`src/rtl/move_pulse_gen.sv`:
```
// Debounced four-way key to one-cycle move-pulse generator for the card-location tracker.
// Optional auto-repeat while a key stays held is compiled in when AUTO_REPEAT_EN is defined.
module move_pulse_gen #(
    parameter int DEBOUNCE_CYCLES = 4,
    parameter int REPEAT_DELAY    = 16,
    parameter int REPEAT_PERIOD   = 8
) (
    input  logic clk,
    input  logic reset,
    input  logic key_up,
    input  logic key_down,
    input  logic key_left,
    input  logic key_right,
    output logic up,
    output logic down,
    output logic left,
    output logic right,
    output logic busy
);

    localparam int CNT_W = 16;
    localparam logic [CNT_W-1:0] DB_LAST = CNT_W'(DEBOUNCE_CYCLES - 1);
    localparam bit CFG_OK = (DEBOUNCE_CYCLES >= 1) && (REPEAT_DELAY >= 1) && (REPEAT_PERIOD >= 1);

    // An out-of-range parameter set fails elaboration on a missing module.
    generate
        if (!CFG_OK) begin : g_cfg_error
            move_pulse_gen_bad_parameters u_bad_cfg ();
        end
    endgenerate

    typedef enum logic [1:0] {
        IDLE     = 2'd0,
        DEBOUNCE = 2'd1,
        HELD     = 2'd2,
        RELEASE  = 2'd3
    } state_t;

    // Key order in every 4-bit vector: [0]=up, [1]=down, [2]=left, [3]=right.
    logic [3:0]       key_raw;
    logic [3:0]       key_sync_p0;
    logic [3:0]       key_sync_p1;
    logic [3:0]       sk;
    state_t           state;
    logic [1:0]       dir;
    logic             dir_key;
    logic [CNT_W-1:0] cnt;
    logic [3:0]       pulse_q;
    logic             busy_q;

`ifdef AUTO_REPEAT_EN
    localparam logic [CNT_W-1:0] RPT_FIRST_LAST = CNT_W'(REPEAT_DELAY - 1);
    localparam logic [CNT_W-1:0] RPT_NEXT_LAST  = CNT_W'(REPEAT_PERIOD - 1);

    logic [CNT_W-1:0] rpt;
    logic             rpt_first;
    logic [CNT_W-1:0] rpt_last;

    assign rpt_last = rpt_first ? RPT_FIRST_LAST : RPT_NEXT_LAST;
`endif

    function automatic logic [CNT_W-1:0] sat_inc(input logic [CNT_W-1:0] v);
        return (v == {CNT_W{1'b1}}) ? v : v + CNT_W'(1);
    endfunction

    function automatic logic [1:0] pick_dir(input logic [3:0] k);
        if (k[0])      return 2'd0;
        else if (k[1]) return 2'd1;
        else if (k[2]) return 2'd2;
        else           return 2'd3;
    endfunction

    assign key_raw = {key_right, key_left, key_down, key_up};
    assign sk      = key_sync_p1;
    assign dir_key = sk[dir];

    // Stage p0/p1: two-flop synchronizer on the raw buttons
    always_ff @(posedge clk or negedge reset) begin
        if (!reset) begin
            key_sync_p0 <= '0;
            key_sync_p1 <= '0;
        end else begin
            key_sync_p0 <= key_raw;
            key_sync_p1 <= key_sync_p0;
        end
    end

    // Control FSM; pulses and busy are registered alongside the state
    always_ff @(posedge clk or negedge reset) begin
        if (!reset) begin
            state   <= IDLE;
            dir     <= '0;
            cnt     <= '0;
            pulse_q <= '0;
            busy_q  <= 1'b0;
`ifdef AUTO_REPEAT_EN
            rpt       <= '0;
            rpt_first <= 1'b0;
`endif
        end else begin
            pulse_q <= '0;
            case (state)
                IDLE: begin
                    if (|sk) begin
                        dir    <= pick_dir(sk);
                        cnt    <= '0;
                        state  <= DEBOUNCE;
                        busy_q <= 1'b1;
                    end
                end
                DEBOUNCE: begin
                    if (!dir_key) begin
                        state  <= IDLE;
                        busy_q <= 1'b0;
                    end else if (cnt >= DB_LAST) begin
                        state        <= HELD;
                        pulse_q[dir] <= 1'b1;
`ifdef AUTO_REPEAT_EN
                        rpt       <= '0;
                        rpt_first <= 1'b1;
`endif
                    end else begin
                        cnt <= sat_inc(cnt);
                    end
                end
                HELD: begin
                    if (!dir_key) begin
                        state <= RELEASE;
                        cnt   <= '0;
                    end
`ifdef AUTO_REPEAT_EN
                    else if (rpt >= rpt_last) begin
                        pulse_q[dir] <= 1'b1;
                        rpt          <= '0;
                        rpt_first    <= 1'b0;
                    end else begin
                        rpt <= sat_inc(rpt);
                    end
`endif
                end
                RELEASE: begin
                    // A short dip is bounce: resume HELD with the repeat timer untouched.
                    if (dir_key) begin
                        state <= HELD;
                    end else if (cnt >= DB_LAST) begin
                        state  <= IDLE;
                        busy_q <= 1'b0;
                    end else begin
                        cnt <= sat_inc(cnt);
                    end
                end
                default: begin
                    state  <= IDLE;
                    busy_q <= 1'b0;
                end
            endcase
        end
    end

    assign up    = pulse_q[0];
    assign down  = pulse_q[1];
    assign left  = pulse_q[2];
    assign right = pulse_q[3];
    assign busy  = busy_q;

endmodule

```
`config.mk`:
```
export PLATFORM = sky130hd
export DESIGN_NAME = move_pulse_gen
export DESIGN_NICKNAME = d
export VERILOG_FILES = /design/src/rtl/move_pulse_gen.sv
export SDC_FILE = /design/constraint.sdc
export NUM_CORES = 1
export LEC_CHECK = 0
export ABC_CLOCK_PERIOD_IN_PS = 4700
export CAP_MARGIN = 0
export CORE_MARGIN = 2
export CORE_UTILIZATION = 61
export CTS_BUF_LIST = sky130_fd_sc_hd__clkbuf_4 sky130_fd_sc_hd__clkbuf_8
export DETAILED_ROUTE_END_ITERATION = 12
export GPL_ROUTABILITY_DRIVEN = 0
export HOLD_SLACK_MARGIN = 0.1
export PLACE_DENSITY = 0.83
export SETUP_SLACK_MARGIN = 0.1
export SYNTH_ARGS = -nofsm -noshare
export SYNTH_HDL_FRONTEND = slang
export SYNTH_SLANG_ARGS = --single-unit
export TNS_END_PERCENT = 5
```
`constraint.sdc`:
```
create_clock -name clk -period 4.7 [get_ports clk]
set_clock_uncertainty 0.15 [all_clocks]
set_input_delay 0.94 -clock clk [delete_from_list [all_inputs] [get_ports clk]]
set_output_delay 0.94 -clock clk [all_outputs]
set_load 0.03 [all_outputs]
```
==> metrics.md, run 1 <==
| Metric | Value |
|---|---|
| Area contributors post-synth | `dfrtp_1, nor2b_1, nor4_1` |
| GRT Max-Usage Layer | `met2` |
| Worst path slowest cell | `clkdlybuf4s50_1` |
| Area share of fa/ha/maj cells after synthesis | `0.963%` |
| Clock share of power | `20.8%` |
| Global Route Usage Sum | `19.8%` |
| Post-synthesis cell count | `104` |
| GRT met2 Usage | `28.1%` |
| Initial antenna violation count | `0` |
| Status | `complete, no violations` |
| Post-synth top area cell | `dfrtp_1` |
| Final instance area | `1480 um^2` |
| Layout cells sized above 1 | `13.2%` |
| Yosys cell types | `29` |
| Sw power | `257 uW` |
| Multiplexer share of the synthesized area | `4.34%` |
| Hold_buf cts | `0` |
| YS warnings | `0` |
| Critical path cell sequence | `clkdlybuf4s50_1` |
| Clock root cell | `clkbuf_4` |
| Net count, final | `127` |
| Switching Share | `35.1%` |
| GR Util met3 | `6.25%` |
| TritonCTS Buffers | `5` |
| Reg2reg end | `cnt[5]` |
| MaxCap Viol Count | `0` |
| Fin crit share | `52.3%` |
| Routing usage on met1 | `25.5%` |
| Syn Nets | `111` |
| DRT Pass-1 Iters | `4` |
| Worst-Skew Late Latency | `0.33 ns` |
| Min-delay src | `key_sync_p0[1]` |
| Post-synthesis compound-gate area fraction | `10.0%` |
| DRT iter0 DRCs | `13` |
| Pwr/cell area | `493 nW/um^2` |
| H-tree Lvls | `2` |
| Peak VDD IR | `0.000381 V` |
| Crit path arrival time | `1.37 ns` |
| Buffers on Ports | `10` |
| Max_slew headroom | `61.0%` |
| Num ports | `11` |
| Worst Path Buf+Inv | `1` |
| RSZ-0062 raised after global routing | `false` |
| Placement Cell Area | `1430 um^2` |
| P_leak | `0.000684 uW` |
| Int Pwr | `475 uW` |
| Starting Density | `65.5%` |
| FP Rows | `16` |
| DRC | `0` |
| Largest family of logic cells by synthesized area | `simple AND/OR/NAND/NOR gates` |
| Pin count of the biggest net entering global routing | `33` |
| Combinational power share | `28.6%` |
| Post-synthesis sequential area ratio | `63.6%` |
| Final setup vio count | `0` |
| Post-CTS Setup Bufs | `0` |
| R2R Setup Slk | `2.65 ns` |
| Sequential Power Share | `50.6%` |
| Die width | `50.1 um` |
| CP delay by family, top | `buffers and inverters` |
| Final Max Slew Viols | `0` |
| Yosys top cell area share | `63.6%` |
| Die Span Y | `50.1 um` |
| Hold Path Class | `reg -> reg` |
| Vias in the first global route | `826` |
| Gr ovfl total | `0` |
| Core region area | `1980 um^2` |
| ANT nets after route | `0` |
| Die area | `2510 um^2` |
| Worst setup SP type | `flip-flop` |
| Power Total | `732 uW` |
| Synthesized area per cell | `12.5 um^2` |
| ANT cells | `0` |
| Synth-to-layout area growth | `14.3%` |
| Hold EP | `key_sync_p1[1]` |
| Post-synthesis simple-gate area fraction | `18.8%` |
| Global-route wire length before repair | `3460 um` |
| Setup_tns | `0 ns` |
| Number of synthesized register bits | `33` |
| Commonest cells after routing, fill and taps aside | `dfrtp_1, nor2b_1, nor2_1, clkdlybuf4s50_1, nor4_1` |
| Cells on worst reg2reg path | `3` |
| Clock-pin slew on the worst setup and hold paths | `0.09 ns` |
| Critical path class | `reg -> out` |
| CTS tree | `done` |
| Worst Path Required | `3.61 ns` |
| Least-Margin Pin Slew | `0.583 ns` |
| WHS Path Cells | `0` |
| RR Startpoint | `dir[1]` |
| WL final | `2040 um` |
| Clk buf depth | `2` |
| Final Hold Violating Endpoints | `0` |
| Mapped Area | `1300 um^2` |
| Vias per cell | `5.65` |
| CP endpoint kind | `output port` |
| Clock sink count | `33` |
| Fraction of synthesized cell area in xor and xnor cells | `0%` |
| Worst hold slack | `0.206 ns` |
| Maximum clock rate | `407 MHz` |
| Most common cell after layout, fill and taps aside | `dfrtp_1` |
| Maximum fanout along the worst path | `3` |
| Post_cts resized | `0` |
| Routed vias | `836` |
| Hpwl dp | `1460 um` |
| Minimum clock period after layout | `2.46 ns` |
| Max incr delay on CP | `0.67 ns` |
| Drt wl/cell | `13.8 um` |
[kinds of logic (layout without fill, tap and decap cells)]
logic type / Yosys count / count (layout)
compound gates: 14 / 14
buf+inv: 7 / 24
fa+ha+maj: 1 / 1
simple gates: 45 / 45
mux: 4 / 4
flops: 33 / 33
[routing by layer]
| layer | wire [um] | up-vias |
|---|---|---|
| li1 | - | 401 |
| met1 | 954 | 409 |
| met2 | 943 | 18 |
| met3 | 79 | 8 |
| met4 | 62 | 0 |
| met5 | 0 | - |
[power groups by stage]
| stage | combinational (uW) | sequential [uW] | clock [uW] |
|---|---|---|---|
| after floorplan | 167 | 368 | 0 |
| after global placement | 202 | 372 | 0 |
| after detailed placement | 210 | 376 | 0 |
| after CTS | 210 | 370 | 158 |
| after global routing | 234 | 377 | 169 |
| final | 210 | 370 | 152 |
[Yosys cell counts (all sizes together)]
| cell type | number |
|---|---|
| nor4 | 7 |
| mux2 | 3 |
| mux4 | 1 |
| nor2 | 10 |
| o211a | 1 |
| buf | 1 |
| nand3 | 3 |
| a21o | 1 |
| a41o | 1 |
| o22ai | 1 |
| nor3 | 2 |
| a211o | 1 |
| nand2b | 1 |
| or4 | 1 |
| ha | 1 |
| a31oi | 2 |
| and3 | 1 |
| nor4b | 1 |
| a21oi | 3 |
| nor2b | 11 |
| and4 | 2 |
| nand2 | 6 |
| a211oi | 2 |
| o21ai | 2 |
| inv | 5 |
| dfrtp | 33 |
| clkbuf | 1 |
[per-stage QoR]
step	std cells	worst slack [ns]	util, %
floorplan	104	2.86	-
finish	148	2.24	74.9
global route	148	2.19	74.9
detailed placement	140	2.59	72.1
global placement	140	2.60	72.1
CTS	148	2.22	74.9
[cell type report]
class | instances | area (um^2)
flip-flops and latches | 33 | 826
clock buffers | 6 | 45.0
clock inverters | 2 | 10.0
repair buffers | 11 | 108
multi-input cells | 64 | 443
inverters | 5 | 18.8
well taps | 27 | 33.8
fillers | 133 | 498
[flip-flops by register name, summed over array words and instances, names as in the netlist, named ones only]
register,flops
key_sync_p1,4
pulse_q,4
dir,2
busy,1
key_sync_p0,4
state,1
cnt,16
[worst max path at each step]
| stage | slack [ns] | cells after the start | startpoint | endpoint |
|---|---|---|---|---|
| 6_report | 2.24 | 1 | busy | busy |
| 2_1_floorplan | 2.86 | 5 | key_sync_p1[1] | cnt[11] |
| 5_1_grt | 2.19 | 1 | busy | busy |
| 3_5_place_dp | 2.59 | 1 | busy | busy |
| 3_3_place_gp | 2.60 | 1 | busy | busy |
| 4_1_cts | 2.22 | 1 | busy | busy |
Note: power is estimated with default switching activity, not from simulation.
==> run 2, diff against run 1 <==
--- a/config.mk
+++ b/config.mk
@@ -5,15 +5,15 @@
 export SDC_FILE = /design/constraint.sdc
 export NUM_CORES = 1
 export LEC_CHECK = 0
-export ABC_CLOCK_PERIOD_IN_PS = 4700
+export ABC_CLOCK_PERIOD_IN_PS = 2320
 export CAP_MARGIN = 0
 export CORE_MARGIN = 2
-export CORE_UTILIZATION = 61
+export CORE_UTILIZATION = 58
 export CTS_BUF_LIST = sky130_fd_sc_hd__clkbuf_4 sky130_fd_sc_hd__clkbuf_8
 export DETAILED_ROUTE_END_ITERATION = 12
 export GPL_ROUTABILITY_DRIVEN = 0
 export HOLD_SLACK_MARGIN = 0.1
-export PLACE_DENSITY = 0.83
+export PLACE_DENSITY = 0.8
 export SETUP_SLACK_MARGIN = 0.1
 export SYNTH_ARGS = -nofsm -noshare
 export SYNTH_HDL_FRONTEND = slang
==> constraint.sdc (replaced) <==
create_clock -name clk -period 2.32 [get_ports clk]
set_clock_uncertainty 0.15 [all_clocks]
set_input_delay 0.464 -clock clk [delete_from_list [all_inputs] [get_ports clk]]
set_output_delay 0.464 -clock clk [all_outputs]
set_load 0.03 [all_outputs]
==> run 2 against run 1 <==
  * Cell count grew 0.68%
  * Combinational power grew 110%
  * Worst hold slack lost 0.0016 ns
  * Cell area grew 0.84%
  * Core utilization shrank 5.9 points
  * Worst setup slack lost 1.9 ns
  * Register-to-register slack lost 2.3 ns
  * Critical path type unchanged
  * Largest cell class unchanged
  * Largest power group unchanged
==> metrics.md, run 2 (synthesis results as in run 1) <==
| Metric | Value |
|---|---|
| Crit path arrival time | `1.36 ns` |
| Synth-to-layout area growth | `15.2%` |
| Worst hold slack | `0.204 ns` |
| Layout filler cell count | `172` |
| Final Max Slew Viols | `0` |
| Hold Path Class | `reg -> reg` |
| Critical path cell sequence | `clkdlybuf4s50_1` |
| Global-route wire length before repair | `3610 um` |
| Vias in the first global route | `811` |
| Status | `complete, no violations` |
| Max FFs per register | `16` |
| Die width | `51.3 um` |
| Max_slew headroom | `64.9%` |
| Critical path startpoint | `busy` |
| Maximum fanout along the worst path | `3` |
| Critical path class | `reg -> out` |
| Hold_buf cts | `0` |
| Max incr delay on CP | `0.67 ns` |
| Core region area | `2170 um^2` |
| Min-delay src | `key_sync_p0[1]` |
| Post_cts resized | `0` |
| Vias per cell | `5.57` |
| Drt wl/cell | `13.5 um` |
| GR Util met3 | `7.02%` |
| Hpwl dp | `1410 um` |
| Post-CTS Setup Bufs | `0` |
| Initial antenna violation count | `0` |
| RR Startpoint | `key_sync_p1[1]` |
| Setup_tns | `0 ns` |
| Clock sink count | `33` |
| Clk buf depth | `2` |
| Routing usage on met1 | `24.8%` |
| Peak VDD IR | `0.000811 V` |
| TritonCTS Buffers | `5` |
| DRT Pass-1 Iters | `3` |
| Gr ovfl total | `0` |
| GRT met2 Usage | `30.1%` |
| Final Hold Violating Endpoints | `0` |
| Pwr/cell area | `1010 nW/um^2` |
| Die area | `2630 um^2` |
| Clock-pin slew on the worst setup and hold paths | `0.09 ns` |
| Least-Margin Pin Slew | `0.524 ns` |
| CTS tree | `done` |
| Pin count of the biggest net entering global routing | `34` |
| DRC | `0` |
| Maximum clock rate | `505 MHz` |
| Minimum clock period after layout | `1.98 ns` |
| Net count, final | `128` |
| Die Span Y | `51.3 um` |
| ANT nets after route | `0` |
| Clock root cell | `clkbuf_4` |
| Worst path slowest cell | `clkdlybuf4s50_1` |
| DRT iter0 DRCs | `2` |
| Buffers on Ports | `10` |
| Num ports | `11` |
| CP delay by family, top | `buffers and inverters` |
| H-tree Lvls | `2` |
| RSZ-0062 raised after global routing | `false` |
| Routed vias | `830` |
| Top reg by flops | `cnt` |
| Global Route Usage Sum | `20.1%` |
| Most common cell after layout, fill and taps aside | `dfrtp_1` |
| Commonest cells after routing, fill and taps aside | `dfrtp_1, nor2b_1, nor2_1, clkdlybuf4s50_1, nor4_1` |
| ANT cells | `0` |
| Worst setup SP type | `flip-flop` |
| Layout cells sized above 1 | `13.2%` |
| P_leak | `0.000688 uW` |
| Worst Path Required | `1.71 ns` |
| Fin crit share | `85.3%` |
| Core Util, Final | `69.0%` |
| Worst-Skew Late Latency | `0.32 ns` |
| WL final | `2020 um` |
| Worst Path Buf+Inv | `1` |
| CP endpoint kind | `output port` |
| GRT Max-Usage Layer | `met2` |
| Starting Density | `59.9%` |
| FP Rows | `17` |
| MaxCap Viol Count | `0` |
| Final setup vio count | `0` |
run 2: cell type report:
| type | instances | area (um^2) | area share (%) |
|---|---|---|---|
| flip-flops and latches | 33 | 826 | 55.2 |
| well taps | 28 | 35.0 | 2.34 |
| clock buffers | 7 | 58.8 | 3.93 |
| inverters | 5 | 18.8 | 1.25 |
| repair buffers | 12 | 115 | 7.69 |
| multi-input cells | 64 | 443 | 29.6 |
run 2: per-layer routing:
metal / vias to the layer above / routed length, um
met3: 4 / 63
li1: 404 / -
met5: - / 0
met2: 11 / 1010
met1: 411 / 911
met4: 0 / 36
run 2: stage by stage:
| step | instances | total power (uW) | worst slack (ns) | area, um^2 |
|---|---|---|---|---|
| 2_1_floorplan | 104 | 1080 | 0.480 | 1300 |
| 3_3_place_gp | 142 | 1180 | 0.429 | 1440 |
| 3_5_place_dp | 142 | 1200 | 0.395 | 1440 |
| 4_1_cts | 149 | 1530 | 0.309 | 1500 |
| 5_1_grt | 149 | 1610 | 0.285 | 1500 |
| 6_report | 149 | 1510 | 0.341 | 1500 |
run 2: power by group:
group	internal (uW)	total (uW)	switching (uW)	leakage, uW
registers	645	751	107	0.000430
clock network	155	327	173	0.0000348
logic	202	431	229	0.000224
run 2: final timing paths:
path,cells after the start,slack (ns),end
setup / recovery,1,0.34,busy
max in group asynchronous,2,1.36,key_sync_p1[2]
hold reg to reg,0,0.20,key_sync_p1[1]
hold / removal,0,0.20,key_sync_p1[1]
min in group asynchronous,2,0.37,key_sync_p0[3]
setup reg to reg,5,0.39,cnt[11]
